<file path="src/rtl/nonogram_pkg.sv">
// Shared types and board limits for the nonogram puzzle datapath.
package nonogram_pkg;

   localparam int MAX_ROWS        = 11;
   localparam int MAX_COLS        = 11;
   localparam int LINE_W          = 16;
   localparam int MAX_NUM_OPTIONS = 512;

   // Phase encoding is also the low two bits of the status LEDs.
   typedef enum logic [1:0] {
      PH_RECEIVE  = 2'd0,
      PH_SOLVE    = 2'd1,
      PH_TRANSMIT = 2'd2,
      PH_ERROR    = 2'd3
   } phase_t;

   typedef enum logic [1:0] {
      ERR_NONE    = 2'd0,
      ERR_COUNT   = 2'd1,
      ERR_FIFO    = 2'd2,
      ERR_TIMEOUT = 2'd3
   } err_t;

endpackage

</file>
<file path="src/rtl/sequencer_watchdog.sv">
// Loadable up-counter used to bound the time spent solving one board.
// expired is raised while enabled and the count sits at the loaded limit.
module sequencer_watchdog #(
   parameter int WIDTH = 26
) (
   input  logic             clk,
   input  logic             rst,
   input  logic             clear,
   input  logic             enable,
   input  logic [WIDTH-1:0] limit,
   output logic             expired
);

   logic [WIDTH-1:0] count_q;
   logic [WIDTH-1:0] count_d;

   // Next count: clear wins, otherwise count up while enabled and stop at the limit.
   always_comb begin
      count_d = count_q;
      if (clear) begin
         count_d = {WIDTH{1'b0}};
      end else if (enable && (count_q != limit)) begin
         count_d = count_q + {{(WIDTH-1){1'b0}}, 1'b1};
      end else begin
         count_d = count_q;
      end
   end

   // Counter register with synchronous reset.
   always_ff @(posedge clk) begin
      if (rst) begin
         count_q <= {WIDTH{1'b0}};
      end else begin
         count_q <= count_d;
      end
   end

   assign expired = enable && (count_q == limit);

endmodule

</file>
<file path="src/rtl/nonogram_sequencer.sv">
// Phase controller for the puzzle datapath: receive -> solve -> transmit.
// Owns the line FIFO write/read ports, pulses the solver and assembler
// starts, latches the board size and reports protocol faults on the LEDs.
module nonogram_sequencer
   import nonogram_pkg::*;
#(
   parameter int MAX_ROWS      = nonogram_pkg::MAX_ROWS,
   parameter int MAX_COLS      = nonogram_pkg::MAX_COLS,
   parameter int LINE_W        = nonogram_pkg::LINE_W,
   parameter int SOLVE_TIMEOUT = 50_000_000
) (
   input  logic                        clk,
   input  logic                        rst,
   input  logic                        parsed,
   input  logic                        parse_write,
   input  logic [LINE_W-1:0]           parse_line,
   input  logic [$clog2(MAX_ROWS)-1:0] m_in,
   input  logic [$clog2(MAX_COLS)-1:0] n_in,
   input  logic                        solve_write,
   input  logic [LINE_W-1:0]           solve_line,
   input  logic                        solve_next,
   input  logic                        solved,
   input  logic                        assembled,
   input  logic                        fifo_full,
   input  logic                        fifo_empty,
   output logic                        fifo_wr_en,
   output logic [LINE_W-1:0]           fifo_din,
   output logic                        fifo_rd_en,
   output logic                        solve_start,
   output logic                        assemble_start,
   output logic [$clog2(MAX_ROWS)-1:0] m_out,
   output logic [$clog2(MAX_COLS)-1:0] n_out,
   output logic [1:0]                  phase,
   output logic [2:0]                  stat,
   output logic [1:0]                  err_code
);

   localparam int DIM_R = $clog2(MAX_ROWS);
   localparam int DIM_C = $clog2(MAX_COLS);
   localparam int CNT_W = $clog2(MAX_ROWS + MAX_COLS + 1);
   localparam int WD_W  = (SOLVE_TIMEOUT > 1) ? $clog2(SOLVE_TIMEOUT) : 1;

   localparam logic [CNT_W-1:0] CNT_MAX  = CNT_W'(MAX_ROWS + MAX_COLS);
   localparam logic [CNT_W-1:0] CNT_ONE  = {{(CNT_W-1){1'b0}}, 1'b1};
   localparam logic [WD_W-1:0]  WD_LIMIT = WD_W'(SOLVE_TIMEOUT - 1);

   phase_t           phase_q, phase_d;
   err_t             err_q, err_d;
   logic [CNT_W-1:0] cnt_q, cnt_d;
   logic [DIM_R-1:0] m_q, m_d;
   logic [DIM_C-1:0] n_q, n_d;
   logic             solve_start_q, solve_start_d;
   logic             assemble_start_q, assemble_start_d;
   logic [2:0]       stat_q, stat_d;

   logic [CNT_W-1:0] cnt_incl;
   logic [CNT_W-1:0] target;
   logic [DIM_R-1:0] m_sel;
   logic [DIM_C-1:0] n_sel;
   logic             wd_run;
   logic             wd_expired;

   // Solve-time watchdog: held clear outside SOLVE so it restarts from 0 on entry.
   sequencer_watchdog #(
      .WIDTH (WD_W)
   ) u_watchdog (
      .clk     (clk),
      .rst     (rst),
      .clear   (~wd_run),
      .enable  (wd_run),
      .limit   (WD_LIMIT),
      .expired (wd_expired)
   );

   // Phase FSM next state, FIFO port muxing, line counting and fault detection.
   always_comb begin
      phase_d    = phase_q;
      err_d      = err_q;
      cnt_d      = cnt_q;
      m_sel      = m_q;
      n_sel      = n_q;
      fifo_wr_en = 1'b0;
      fifo_din   = {LINE_W{1'b0}};
      fifo_rd_en = 1'b0;
      wd_run     = 1'b0;
      cnt_incl   = cnt_q;
      target     = CNT_W'(m_in) + CNT_W'(n_in);
      case (phase_q)
         PH_RECEIVE: begin
            fifo_din   = parse_line;
            fifo_wr_en = parse_write & ~fifo_full;
            // A write in the same cycle as parsed counts toward the check.
            if (fifo_wr_en && (cnt_q != CNT_MAX)) begin
               cnt_incl = cnt_q + CNT_ONE;
            end else begin
               cnt_incl = cnt_q;
            end
            cnt_d = cnt_incl;
            if (parse_write && fifo_full) begin
               phase_d = PH_ERROR;
               err_d   = ERR_FIFO;
            end else if (parsed) begin
               if (cnt_incl == target) begin
                  phase_d = PH_SOLVE;
                  m_sel   = m_in;
                  n_sel   = n_in;
               end else begin
                  phase_d = PH_ERROR;
                  err_d   = ERR_COUNT;
               end
            end else begin
               phase_d = PH_RECEIVE;
            end
         end
         PH_SOLVE: begin
            wd_run     = 1'b1;
            fifo_din   = solve_line;
            fifo_wr_en = solve_write & ~fifo_full;
            fifo_rd_en = solve_next & ~fifo_empty;
            if ((solve_write && fifo_full) || (solve_next && fifo_empty)) begin
               phase_d = PH_ERROR;
               err_d   = ERR_FIFO;
            end else if (solved) begin
               // solved takes priority over a watchdog expiring in the same cycle
               phase_d = PH_TRANSMIT;
            end else if (wd_expired) begin
               phase_d = PH_ERROR;
               err_d   = ERR_TIMEOUT;
            end else begin
               phase_d = PH_SOLVE;
            end
         end
         PH_TRANSMIT: begin
            if (assembled) begin
               phase_d = PH_RECEIVE;
               cnt_d   = {CNT_W{1'b0}};
            end else begin
               phase_d = PH_TRANSMIT;
            end
         end
         PH_ERROR: begin
            phase_d = PH_ERROR;
         end
         default: begin
            phase_d = PH_ERROR;
            err_d   = ERR_FIFO;
         end
      endcase
   end

   // Registered outputs derived from the next phase; ERROR forces dimensions to 0.
   always_comb begin
      m_d              = (phase_d == PH_ERROR) ? {DIM_R{1'b0}} : m_sel;
      n_d              = (phase_d == PH_ERROR) ? {DIM_C{1'b0}} : n_sel;
      solve_start_d    = (phase_q == PH_RECEIVE) && (phase_d == PH_SOLVE);
      assemble_start_d = (phase_q == PH_SOLVE) && (phase_d == PH_TRANSMIT);
      stat_d           = {(err_d != ERR_NONE), phase_d};
   end

   // State and output registers with synchronous reset.
   always_ff @(posedge clk) begin
      if (rst) begin
         phase_q          <= PH_RECEIVE;
         err_q            <= ERR_NONE;
         cnt_q            <= {CNT_W{1'b0}};
         m_q              <= {DIM_R{1'b0}};
         n_q              <= {DIM_C{1'b0}};
         solve_start_q    <= 1'b0;
         assemble_start_q <= 1'b0;
         stat_q           <= 3'b000;
      end else begin
         phase_q          <= phase_d;
         err_q            <= err_d;
         cnt_q            <= cnt_d;
         m_q              <= m_d;
         n_q              <= n_d;
         solve_start_q    <= solve_start_d;
         assemble_start_q <= assemble_start_d;
         stat_q           <= stat_d;
      end
   end

   assign solve_start    = solve_start_q;
   assign assemble_start = assemble_start_q;
   assign m_out          = m_q;
   assign n_out          = n_q;
   assign phase          = phase_q;
   assign stat           = stat_q;
   assign err_code       = err_q;

endmodule

</file>
<file path="config.mk">
export PLATFORM = sky130hd
export DESIGN_NAME = nonogram_sequencer
export DESIGN_NICKNAME = d
export VERILOG_FILES = /design/src/rtl/nonogram_pkg.sv /design/src/rtl/sequencer_watchdog.sv /design/src/rtl/nonogram_sequencer.sv
export SDC_FILE = /design/constraint.sdc
export NUM_CORES = 1
export LEC_CHECK = 0
export ABC_AREA = 1
export CELL_PAD_IN_SITES_DETAIL_PLACEMENT = 1
export CELL_PAD_IN_SITES_GLOBAL_PLACEMENT = 1
export CORE_ASPECT_RATIO = 1.4
export CORE_MARGIN = 8
export CORE_UTILIZATION = 34
export DETAILED_ROUTE_END_ITERATION = 10
export MAX_ROUTING_LAYER = met4
export PLACE_DENSITY = 0.78
export SYNTH_ARGS = -nofsm -noshare
export SYNTH_HDL_FRONTEND = slang
export SYNTH_HIERARCHICAL = 1
export SYNTH_SLANG_ARGS = --single-unit
</file>
<file path="constraint.sdc">
create_clock -name clk -period 2.7 [get_ports clk]
set_input_delay 0.54 -clock clk [delete_from_list [all_inputs] [get_ports clk]]
set_output_delay 0.54 -clock clk [all_outputs]
set_load 0.05 [all_outputs]
</file>
==> flow_summary.yaml <==
clock_network:
  clock_latency_ps: 290
  clockBufferDepth: 2
  postCtsHoldBufs: 0
  clkTransAtPathRegs_ps: 60
  cts_setup_buffers: 0
  cts_tree: "built"
  cts.sinks: 46
  cts_buffers: 5
  htreeDepth: 2
  root_buffer: "clkbuf_16"
sta:
  fin_crit_sh_pct: 94.1
  finalClockSkew_ps: 5.01
  hold_viol_final: 0
  finalSetupTns_ps: 0
  tightestPinTransition_ps: 527
  relSlewSlack_pct: 64.7
  fmax_mhz: 394
  slew_violations: 0
  fin_ws_ps: 159
  final.min_clock_period_ps: 2540
  setup_viol: 0
detailed_routing:
  remaining_drc_errors: 0
  routed_wl_um: 12000
  drtPass1Iterations: 4
  wire_per_inst_um: 14.0
  route.vias.total: 3985
  ant_nets: 0
  drt-vias-per-instance: 4.66
  drt_iter0_markers: 98
layout:
  n_fill_cell: 1384
  layout_common_cells: "nand2_1, nor2_1, inv_1, clkdlybuf4s50_1, nand3_1"
  layout_commonest_cell: "nand2_1"
  drive_gt1_share_pct: 15.1
  syn2layout_area_growth_pct: 43.5
  final_net_count: 775
  utilization_pct: 49.6
  diodes: 0
floorplan:
  dieArea_um2: 14100
  fp.dieH_um: 137
  num_rows: 44
  initial_core_util_pct: 34.6
  coreArea_um2: 10300
  ios: 85
  die_w_um: 102
setup_path:
  cp.arrival_ps: 2770
  reg2reg_from: "cnt_q[1]$_SDFFE_PP0P_"
  cpMaxStageDelayCell: "clkdlybuf4s50_1"
  r2r-end: "n_out[1]$_SDFFE_PP0P_"
  worstSetupPathType: "in2reg"
  critPathMaxFanout: 8
  path_cells: "clkdlybuf4s50_1 -> inv_1 -> fa_2 -> nor2_1 -> nor3_1 -> buf_4 -> nand3_2 -> nand3_2 -> nor2_4 -> nand2_2 -> nand2_4 -> nand2_2 -> nand2_2 -> nand2_1 -> nand2_2 -> nand2_4 -> nor2_2"
  cpPeakStageDelay_ps: 480
  crit_path_frequent_cell: "nand2_2"
  start_kind: "primary input"
  r2r_cells: 17
  ff2ff_setup_slack_ps: 500
  critPathCaptureType: "flop"
  required_ps: 2930
power:
  ir_worst_vdd_mv: 0.234
  p_leak_uw: 0.00229
  finalPower_uw: 2270
  p_per_area_nw_per_um2: 445
min_path:
  min-delay-start: "u_watchdog/count_q[5]$_SDFFE_PP0P_"
  hold_path.class: "reg2reg"
  hold_depth: 2
  min_to: "u_watchdog/count_q[5]$_SDFFE_PP0P_"
yosys:
  yosys_warnings: 6
  synthFlopType: "dfxtp_1"
  ys_async_sr_fraction_pct: 0
  avgSynthCellArea_um2: 6.11
  synth-edff-count: 0
  syn-instance-count: 583
  syn_area_um2: 3560
  ys_types: 36
  synth-seq-cells: 46
  yosysSeqAreaShare_pct: 25.9
placement:
  gp_congestion: 0.811
  pre_cts_ws_ps: -334
  dp_hpwl_um: 9840
  io_buffers: 84
run_status:
  status: "completed"
grt:
  grt_pass1_wl_um: 20000
  grtUsageTotal_pct: 18.6
  grt_pass1_vias: 4253
  grt_max_degree: 53
  antenna_found_initial: 0
  overflow: 0
flow_run:
  max-cap-violations: 0
==> worst max-delay path by stage <==
| stage | end | startpoint | cells after the start |
|---|---|---|---|
| 6_report | n_out[1]$_SDFFE_PP0P_ | m_in[1] | 17 |
| 5_1_grt | n_out[1]$_SDFFE_PP0P_ | m_in[2] | 17 |
| 4_1_cts | stat[2]$_SDFF_PP0_ | m_in[0] | 15 |
| 3_5_place_dp | stat[2]$_SDFF_PP0_ | m_in[0] | 16 |
| 3_3_place_gp | m_out[3]$_SDFFE_PP0P_ | m_in[0] | 17 |
| 2_1_floorplan | fifo_din[10] | phase[0]$_SDFF_PP0_ | 4 |
==> power breakdown <==
part	total (uW)	leakage, uW	internal [uW]	switching (uW)
logic	939	0.00185	405	534
registers	724	0.000372	699	25.5
clock network	612	0.0000694	335	276
==> synth_stat cells, types with 4 or more instances <==
library cell	count	share of area, %
a22o_1	17	4.2
nand2_1	153	16
nand3_1	50	7.0
nand3_2	6	1.7
nand2_2	11	1.9
buf_6	5	1.6
nor2_1	80	8.4
nor2_2	16	2.8
o21ai_0	4	0.56
nand4_1	7	1.2
clkbuf_1	6	0.63
nor3_1	7	0.98
ha_1	7	2.5
dfxtp_1	46	26
a21oi_1	35	4.9
inv_1	76	8.0
o21ai_1	8	1.1
xor2_1	9	2.2
inv_2	12	1.3
==> layout make-up <==
type,instances,area (um^2),area share (%)
Inverter,92,348,6.81
Sequential cell,46,921,18.0
Multi-Input combinational cell,469,2370,46.3
Tap cell,138,173,3.38
Clock inverter,2,10.0,0.196
Timing Repair Buffer,103,1170,22.9
Clock buffer,5,125,2.45
==> what timing repair did <==
action,4_1_cts,5_1_grt
gates resized for setup,2,9
endpoints found under the hold margin,0,0
endpoints found under the setup margin,7,10
pin swaps,1,6
==> kinds of logic after synthesis <==
logic type | after synthesis | synth area share [%]
compound gates | 67 | 11.5
xor+xnor | 10 | 2.46
fa+ha+maj | 8 | 3.02
buf+inv | 109 | 13.0
flops | 46 | 25.9
other cells | 2 | 0.211
simple gates | 341 | 43.9
==> flip-flops by register name, indices dropped and copies added (netlist names) <==
name,flops
phase,1
solve_start,1
err_code,2
m_out,4
n_out,4
cnt_q,5
assemble_start,1
stat,2
u_watchdog/count_q,26
==> per-layer routing <==
metal  vias to the layer above  track usage, %  routed length (um)
li1                       2058               -                   -
met1                      1859            17.9                4580
met2                        51            36.0                6890
met3                        17            2.60                 237
met4                         0            6.72                 269
met5                         -               -                   0
==> worst max-delay path, delay by kind of cell <==
kind / cells / cell delay, ps
and+or+nand+nor: 13 / 1110
adders and majority gates: 1 / 420
buffers and inverters: 3 / 700
==> per-stage QoR <==
step	std cells	area [um^2]	hold slack, ps
after global placement	848	4940	494
after detailed placement	848	4940	516
after floorplan	624	3720	472
after global routing	855	5110	582
after CTS	855	5090	543
final	855	5110	533
Note: power is estimated with default switching activity, not from simulation.
